<file path="src/rtl/ex_stage_pkg.sv">
// Shared CPU definitions for the execute stage: pipeline bus layouts, PCSrc and ALUFun codes.
package ex_stage_pkg;

  localparam int unsigned IdExW  = 158;
  localparam int unsigned ExMemW = 73;

  localparam logic [2:0] PcSrcBranch = 3'b001;

  // ALUFun[5:4] selects the operation class.
  typedef enum logic [1:0] {
    AluArith = 2'b00,
    AluLogic = 2'b01,
    AluShift = 2'b10,
    AluCmp   = 2'b11
  } alu_class_e;

  // Field order fixes the bit positions: rs occupies [157:153] down to data_bus_b at [31:0].
  typedef struct packed {
    logic [4:0]  rs;
    logic [4:0]  rt;
    logic [31:0] lu_out;
    logic        alu_src2;
    logic [31:0] con_ba;
    logic [2:0]  pc_src;
    logic [5:0]  alu_fun;
    logic        sign;
    logic        mem_wr;
    logic        mem_rd;
    logic        reg_wr;
    logic        mem_to_reg;
    logic [4:0]  addr_c;
    logic [31:0] alu_a;
    logic [31:0] data_bus_b;
  } id2ex_t;

  // alu_out occupies [72:41] down to mem_to_reg at [0].
  typedef struct packed {
    logic [31:0] alu_out;
    logic [31:0] write_data;
    logic [4:0]  addr_c;
    logic        mem_wr;
    logic        mem_rd;
    logic        reg_wr;
    logic        mem_to_reg;
  } ex2mem_t;

endpackage

</file>
<file path="src/rtl/ex_stage_if.sv">
// Execute-stage bus bundle; master drives the ID/EX and WB side, slave is the execute stage.
interface ex_stage_if;
  import ex_stage_pkg::*;

  logic [IdExW-1:0]  ID2EX;
  logic [4:0]        WBAddrC;
  logic              WBRegWr;
  logic [31:0]       WBData;
  logic [4:0]        IDRs;
  logic [4:0]        IDRt;
  logic [ExMemW-1:0] EX2MEM;
  logic              Stall;
  logic              Flush;
  logic [31:0]       BranchTarget;

  modport master (
    output ID2EX, WBAddrC, WBRegWr, WBData, IDRs, IDRt,
    input  EX2MEM, Stall, Flush, BranchTarget
  );

  modport slave (
    input  ID2EX, WBAddrC, WBRegWr, WBData, IDRs, IDRt,
    output EX2MEM, Stall, Flush, BranchTarget
  );
endinterface

</file>
<file path="src/rtl/ex_stage_alu.sv">
// 32-bit ALU: arithmetic, logic, shift (shamt from a[4:0]) and compare classes.
module ex_stage_alu
  import ex_stage_pkg::*;
(
  input  logic [31:0] a_i,
  input  logic [31:0] b_i,
  input  logic [5:0]  alu_fun_i,
  input  logic        sign_i,
  output logic [31:0] z_o
);

  logic [4:0] shamt;
  logic       lt;
  logic       a_zero;

  assign shamt  = a_i[4:0];
  assign a_zero = (a_i == '0);
  assign lt     = sign_i ? ($signed(a_i) < $signed(b_i)) : (a_i < b_i);

  always_comb begin
    z_o = '0;
    unique case (alu_class_e'(alu_fun_i[5:4]))
      AluArith: z_o = alu_fun_i[0] ? (a_i - b_i) : (a_i + b_i);
      AluLogic: begin
        case (alu_fun_i[3:0])
          4'b1000: z_o = a_i & b_i;
          4'b1110: z_o = a_i | b_i;
          4'b0110: z_o = a_i ^ b_i;
          4'b0001: z_o = ~(a_i | b_i);
          4'b1010: z_o = a_i;
          default: z_o = '0;
        endcase
      end
      AluShift: begin
        case (alu_fun_i[1:0])
          2'b00:   z_o = b_i << shamt;
          2'b01:   z_o = b_i >> shamt;
          2'b11:   z_o = 32'($signed(b_i) >>> shamt);
          default: z_o = '0;
        endcase
      end
      AluCmp: begin
        case (alu_fun_i[3:1])
          3'b001:  z_o[0] = (a_i == b_i);
          3'b000:  z_o[0] = (a_i != b_i);
          3'b010:  z_o[0] = lt;
          3'b110:  z_o[0] = a_i[31] | a_zero;
          3'b101:  z_o[0] = a_i[31];
          3'b111:  z_o[0] = ~a_i[31] & ~a_zero;
          default: z_o[0] = 1'b0;
        endcase
      end
      default: z_o = '0;
    endcase
  end

endmodule

</file>
<file path="src/rtl/ex_stage.sv">
// Execute stage: operand forwarding, ALU, EX/MEM pipeline register, branch flush and load-use stall.
module ex_stage
  import ex_stage_pkg::*;
(
  input  logic     clk,
  input  logic     reset,
  ex_stage_if.slave bus
);

  id2ex_t      id;
  ex2mem_t     ex2mem_q, ex2mem_d;
  logic [31:0] op_a, fwd_b, op_b, z;
  logic        is_shift, flush;

  assign id = id2ex_t'(bus.ID2EX);

  // Shifts take shamt from ALUA, so A must never be overwritten by a forwarded value.
  always_comb begin
    is_shift = (alu_class_e'(id.alu_fun[5:4]) == AluShift);
    op_a     = id.alu_a;
    if (id.rs != '0 && !is_shift && ex2mem_q.reg_wr && ex2mem_q.addr_c == id.rs) begin
      op_a = ex2mem_q.alu_out;
    end else if (id.rs != '0 && !is_shift && bus.WBRegWr && bus.WBAddrC == id.rs) begin
      op_a = bus.WBData;
    end
    fwd_b = id.data_bus_b;
    if (id.rt != '0 && ex2mem_q.reg_wr && ex2mem_q.addr_c == id.rt) begin
      fwd_b = ex2mem_q.alu_out;
    end else if (id.rt != '0 && bus.WBRegWr && bus.WBAddrC == id.rt) begin
      fwd_b = bus.WBData;
    end
    op_b = id.alu_src2 ? id.lu_out : fwd_b;
  end

  ex_stage_alu u_alu (
    .a_i       (op_a),
    .b_i       (op_b),
    .alu_fun_i (id.alu_fun),
    .sign_i    (id.sign),
    .z_o       (z)
  );

  always_comb begin
    ex2mem_d            = '0;
    ex2mem_d.alu_out    = z;
    ex2mem_d.write_data = fwd_b;
    ex2mem_d.addr_c     = id.addr_c;
    ex2mem_d.mem_wr     = id.mem_wr;
    ex2mem_d.mem_rd     = id.mem_rd;
    ex2mem_d.reg_wr     = id.reg_wr;
    ex2mem_d.mem_to_reg = id.mem_to_reg;
  end

  always_ff @(posedge clk or negedge reset) begin
    if (!reset) begin
      ex2mem_q <= '0;
    end else begin
      ex2mem_q <= ex2mem_d;
    end
  end

  // A taken branch squashes the ID instruction, so a load-use stall on it is moot.
  always_comb begin
    flush            = (id.pc_src == PcSrcBranch) && z[0];
    bus.Flush        = flush;
    bus.Stall        = id.mem_rd && (id.addr_c != '0) &&
                       ((id.addr_c == bus.IDRs) || (id.addr_c == bus.IDRt)) && !flush;
    bus.BranchTarget = id.con_ba;
    bus.EX2MEM       = ex2mem_q;
  end

endmodule

</file>
<file path="src/flat_wrapper.sv">
// flat-port wrapper written by rule: the top's interface ports become plain ports
module ex_stage_flat import ex_stage_pkg::*;
  (clk, reset, bus_ID2EX, bus_WBAddrC, bus_WBRegWr, bus_WBData, bus_IDRs, bus_IDRt, bus_EX2MEM, bus_Stall, bus_Flush, bus_BranchTarget);
  ex_stage_if bus_i ();
  input  logic clk;
  input  logic reset;
  input wire logic [$bits(bus_i.ID2EX)-1:0] bus_ID2EX;
  input wire logic [$bits(bus_i.WBAddrC)-1:0] bus_WBAddrC;
  input wire logic [$bits(bus_i.WBRegWr)-1:0] bus_WBRegWr;
  input wire logic [$bits(bus_i.WBData)-1:0] bus_WBData;
  input wire logic [$bits(bus_i.IDRs)-1:0] bus_IDRs;
  input wire logic [$bits(bus_i.IDRt)-1:0] bus_IDRt;
  output wire logic [$bits(bus_i.EX2MEM)-1:0] bus_EX2MEM;
  output wire logic [$bits(bus_i.Stall)-1:0] bus_Stall;
  output wire logic [$bits(bus_i.Flush)-1:0] bus_Flush;
  output wire logic [$bits(bus_i.BranchTarget)-1:0] bus_BranchTarget;
  assign bus_i.ID2EX = bus_ID2EX;
  assign bus_i.WBAddrC = bus_WBAddrC;
  assign bus_i.WBRegWr = bus_WBRegWr;
  assign bus_i.WBData = bus_WBData;
  assign bus_i.IDRs = bus_IDRs;
  assign bus_i.IDRt = bus_IDRt;
  assign bus_EX2MEM = bus_i.EX2MEM;
  assign bus_Stall = bus_i.Stall;
  assign bus_Flush = bus_i.Flush;
  assign bus_BranchTarget = bus_i.BranchTarget;
  ex_stage u_core (.clk(clk), .reset(reset), .bus(bus_i));
endmodule
</file>
<file path="config.mk">
export PLATFORM = sky130hd
export DESIGN_NAME = ex_stage_flat
export DESIGN_NICKNAME = d
export VERILOG_FILES = /design/src/rtl/ex_stage_pkg.sv /design/src/rtl/ex_stage_if.sv /design/src/rtl/ex_stage_alu.sv /design/src/rtl/ex_stage.sv /design/src/flat_wrapper.sv
export SDC_FILE = /design/constraint.sdc
export NUM_CORES = 1
export LEC_CHECK = 0
export CAP_MARGIN = 40
export CORE_UTILIZATION = 45
export DETAILED_ROUTE_END_ITERATION = 6
export GPL_ROUTABILITY_DRIVEN = 0
export PLACE_DENSITY = 0.84
export SLEW_MARGIN = 20
export SYNTH_ARGS = -nofsm -noshare
export SYNTH_HDL_FRONTEND = slang
export SYNTH_SLANG_ARGS = --single-unit
export TNS_END_PERCENT = 50
</file>
<file path="constraint.sdc">
create_clock -name clk -period 6.91 [get_ports clk]
set_clock_uncertainty 0.2 [all_clocks]
set_input_delay 1.382 -clock clk [delete_from_list [all_inputs] [get_ports clk]]
set_output_delay 1.382 -clock clk [all_outputs]
set_load 0.02 [all_outputs]
</file>
==> results of run 1 <==
cell families after synthesis:
group                      count (synthesis)  share of synthesized area [%]
adders and majority gates                 99                          8.680
AOI/OAI and AO/OA                        747                          35.49
buffers and inverters                    323                          9.893
xor gates and xnor gates                  58                          3.517
DFF                                       73                          12.65
and+or+nand+nor                          740                          26.39
muxes                                     48                          3.378
routing by layer:
layer	GRT usage (%)	GRT overflow
met3	84.22	97
met5	75.11	16
met4	94.27	348
met2	102.5	669
met1	86.88	114
per-stage QoR:
step / util, % / setup WS (ns) / setup TNS, ns / hold WS [ns] / cell area [um^2]
after floorplan: - / -0.03109 / -0.03109 / 0.4601 / 14890
after detailed placement: 65.80 / -1.422 / -7.811 / 0.5099 / 20760
after global placement: 65.71 / -1.289 / -6.249 / 0.4757 / 20740
after CTS: 71.95 / -0.4012 / -1.223 / 0.4866 / 22700
what timing repair did:
action                                  in CTS
pin swaps                                   68
endpoints found under the setup margin      10
gates cloned                                 8
buffers inserted                            83
resized for setup                          187
hold endpoints to repair                     0
==> impl_metrics.toml, run 1 <==
[floorplan]
die_h_um = 181.2
die_w_um = 181.2
pin_count = 315
initial_utilization_pct = 45.77
rows = 65

[clock_network]
h-tree-depth = 3
cts.sinks = 73
numCtsBuffers = 9
clock_path_buffers = 2
cts_root_buf = "clkbuf_16"
holdBufCountCts = 0

[synthesis]
synth_common_cells = "170 x o21ai_0, 155 x nor2_1, 153 x nor4_1"
synth_top_area_share_pct = 12.65
yosys_register_bits = 73
yosys-top-cells-area = "dfrtp_1 13%, ha_1 8.4%, nor4_1 6.6%"
synth_nets = 2395
synth.lib_cells_used.distinct = 86
yosysMostFrequentCell = "o21ai_0"
synthCells = 2088
syn_area_per_cell_um2 = 6.918
netlist.top_cell.by_area = "dfrtp_1"
syn_area_um2 = 14440
ys_warn_count = 0
async_reset_ff_share_pct = 100.0
ys.flop_type = "dfrtp_1"
synth_edf_count = 0
yosysSeqAreaShare_pct = 12.65

[placement]
dp_cells = 3028
dpl.hpwl_um = 65820
numPortBuffers = 250

[status]
error = "[ERROR GRT-0116] Global routing finished with congestion. Check the congestion regions in the DRC Viewer."
flow.stopped_at = "global routing (5_1_grt)"
outcome = "did not finish"

[grt]
overflow = 1244
grt_pass1_wl_um = 222000
grt_pass1_vias = 29779
grt_max_degree = 64
grt_usage_pct = 91.29
==> run 2: changes to the inputs <==
--- a/config.mk
+++ b/config.mk
@@ -6,10 +6,10 @@
 export NUM_CORES = 1
 export LEC_CHECK = 0
 export CAP_MARGIN = 40
-export CORE_UTILIZATION = 45
+export CORE_UTILIZATION = 30
 export DETAILED_ROUTE_END_ITERATION = 6
 export GPL_ROUTABILITY_DRIVEN = 0
-export PLACE_DENSITY = 0.84
+export PLACE_DENSITY_LB_ADDON = 0.15
 export SLEW_MARGIN = 20
 export SYNTH_ARGS = -nofsm -noshare
 export SYNTH_HDL_FRONTEND = slang
==> constraint.sdc (replaced) <==
create_clock -name clk -period 9 [get_ports clk]
set_clock_uncertainty 0.2 [all_clocks]
set_input_delay 1.8 -clock clk [delete_from_list [all_inputs] [get_ports clk]]
set_output_delay 1.8 -clock clk [all_outputs]
set_load 0.02 [all_outputs]
==> impl_metrics.toml, run 2 <==
[critical_path]
slowest_stage = "or4_4"
endpoint_kind = "output port"
cp_slowest_stage_delay_ns = 0.58
crit_required_ns = 7.00
critPathKind = "primary input to output port"
cp_max_fo = 9
path_cells = "clkdlybuf4s50_1 > buf_4 > or4_1 > o211ai_2 > buf_4 > buf_4 > buf_4 > o31ai_1 > a31oi_1 > or2_4 > ha_1 > or4_4 > nor2_2 > nand3_1 > o21bai_1 > a211oi_1 > nor3_1 > buf_4 > nor2b_1 > mux2i_1 > a21oi_1 > a21o_1 > clkbuf_2"
worstPathBufferInverterCount = 7
worst_path_most_repeated_cell = "buf_4"
arrival_ns = 6.76
critPathLaunchType = "primary input"
crit_family = "simple AND/OR/NAND/NOR gates"

[sta]
setup_viol = 0
slew_violations = 0
max_freq_ghz = 0.1141
max_slew_margin_pct = 34.42
rsz0062_at_grt = "true"
fin_ws_ns = 0.2356
tightest_slew_ns = 0.9589
holdWs_ns = 0.4951
fin_setup_tns_ns = 0
period_share_pct = 97.38
final_hold_viol_count = 0
min_period_ns = 8.764

[status]
outcome = "finished, violations left"
failed_checks = "design-rule violations"

[synthesis]
syn_area_per_cell_um2 = 6.918
synth_edf_count = 0
yosysSeqAreaShare_pct = 12.65
synthCells = 2088
syn_area_um2 = 14440
synth_common_cells = "170 x o21ai_0, 155 x nor2_1, 153 x nor4_1"
synth.lib_cells_used.distinct = 86
yosys-top-cells-area = "dfrtp_1 13%, ha_1 8.4%, nor4_1 6.6%"
synth_nets = 2395
yosys_register_bits = 73
async_reset_ff_share_pct = 100.0
netlist.top_cell.by_area = "dfrtp_1"
yosysMostFrequentCell = "o21ai_0"
ys.flop_type = "dfrtp_1"
ys_warn_count = 0
synth_top_area_share_pct = 12.65

[layout]
final_cell_mix = "375 x buf_4, 246 x clkdlybuf4s50_1, 169 x o21ai_0"
register_area_um2 = 1827
n_fill_cell = 4999
layout_commonest_cell = "buf_4"
layout.nets = 2821
multi_input_area_um2 = 11390
syn_to_final_growth_pct = 40.15
fin_util_pct = 42.49
layout-drive-gt1-share_pct = 20.52
largest_reg_flops = 73

[grt]
grt_max_degree = 64
grt_pass1_vias = 18929
overflow = 0
antenna_found_initial = 6
grt_pass1_wl_um = 128500
grt_usage_pct = 34.88

[floorplan]
die_w_um = 221.4
pin_count = 315
die_h_um = 221.4
core-area_um2 = 47650
rows = 80
initial_utilization_pct = 30.32
die_area_um2 = 49030

[placement]
dpl.hpwl_um = 71990
numPortBuffers = 250
pre_cts_slack_ns = -0.4029

[route]
vias = 20293
routedWlPerCell_um = 28.45
drtPass1Iterations = 7
routed_wl_um = 89280
drt_iter0_markers = 3461
drcViolationCount = 19
ant_nets = 0
viasPerCell = 6.467

[power_and_ir_drop]
finalPower_mw = 2.333
p_leak_nw = 7.910
peakVddDrop_mv = 0.07872
power.density_nw_per_um2 = 115.2

[clock_network]
cts_tree = "done"
cts.sinks = 73
cts_root_buf = "clkbuf_16"
h-tree-depth = 3
clock_path_buffers = 2
numCtsBuffers = 9
holdBufCountCts = 0
insertion_delay_ns = 0.35
clk_transition_reported_paths_ns = 0.07

[hold_path]
hp-class = "flop to flop"

[flow_run]
max-cap-violations = 0
## run 2: kinds of logic after synthesis
group,share of synthesized area [%]
and+or+nand+nor,26.39
buffers and inverters,9.893
xor gates and xnor gates,3.517
adders and majority gates,8.680
muxes,3.378
DFF,12.65
AOI/OAI and AO/OA,35.49
## run 2: area by class of cell
type	instances	share of cell area, %
multi-input cells	1692	56.29
repair buffers	639	27.36
flip-flops and latches	73	9.024
well taps	615	3.801
inverters	99	1.836
clock buffers	12	1.267
clock inverters	4	0.3709
diodes	4	0.04945
## run 2: worst reg2reg max path: cells and delay by family (launching register included)
kind	cells	cell delay (ns)
fa+ha+maj	2	0.78
simple gates	2	0.85
buf+inv	4	0.79
xor+xnor	2	0.36
flops	1	0.45
compound gates	10	2.76
## run 2: where the power goes
group / switching [mW] / internal [mW]
sequential: 0.0670 / 0.363
combinational: 0.909 / 0.583
clock: 0.152 / 0.258
total: 1.13 / 1.20
## run 2: repair_timing
action / 4_1_cts / 5_1_grt
gates resized for setup: 15 / 29
pin swaps: 0 / 4
endpoints found under the setup margin: 2 / 2
buffers inserted: 0 / 2
## run 2: metrics by stage
stage | cells | cell area, um^2
after detailed placement | 3113 | 19710
after global routing | 3138 | 20240
final | 3138 | 20240
after global placement | 3111 | 19680
after floorplan | 2088 | 14440
after CTS | 3129 | 20090
## run 2: final timing paths
| kind | startpoint | endpoint | slack, ns | cells past startpoint |
|---|---|---|---|---|
| max reg2reg | u_core.bus.EX2MEM[7] | u_core.bus.EX2MEM[69] | 2.66 | 20 |
| min in group asynchronous | reset | u_core.bus.EX2MEM[17] | 1.21 | 1 |
| max in group asynchronous | reset | u_core.bus.EX2MEM[57] | 6.79 | 2 |
| min reg2reg | u_core.bus.EX2MEM[61] | u_core.bus.EX2MEM[29] | 0.50 | 2 |
| max | bus_ID2EX[151] | bus_Stall | 0.24 | 23 |
| min | u_core.bus.EX2MEM[61] | u_core.bus.EX2MEM[29] | 0.50 | 2 |
## run 2: per-layer routing
layer | global-route usage [%] | routed length [um] | share of wire, %
met4 | 18.08 | 5651 | 6.3
met1 | 45.99 | 35070 | 39
met2 | 52.55 | 37660 | 42
met5 | 0 | 11 | 0.012
met3 | 8.472 | 10890 | 12
Power figures use the tool's default switching activity.
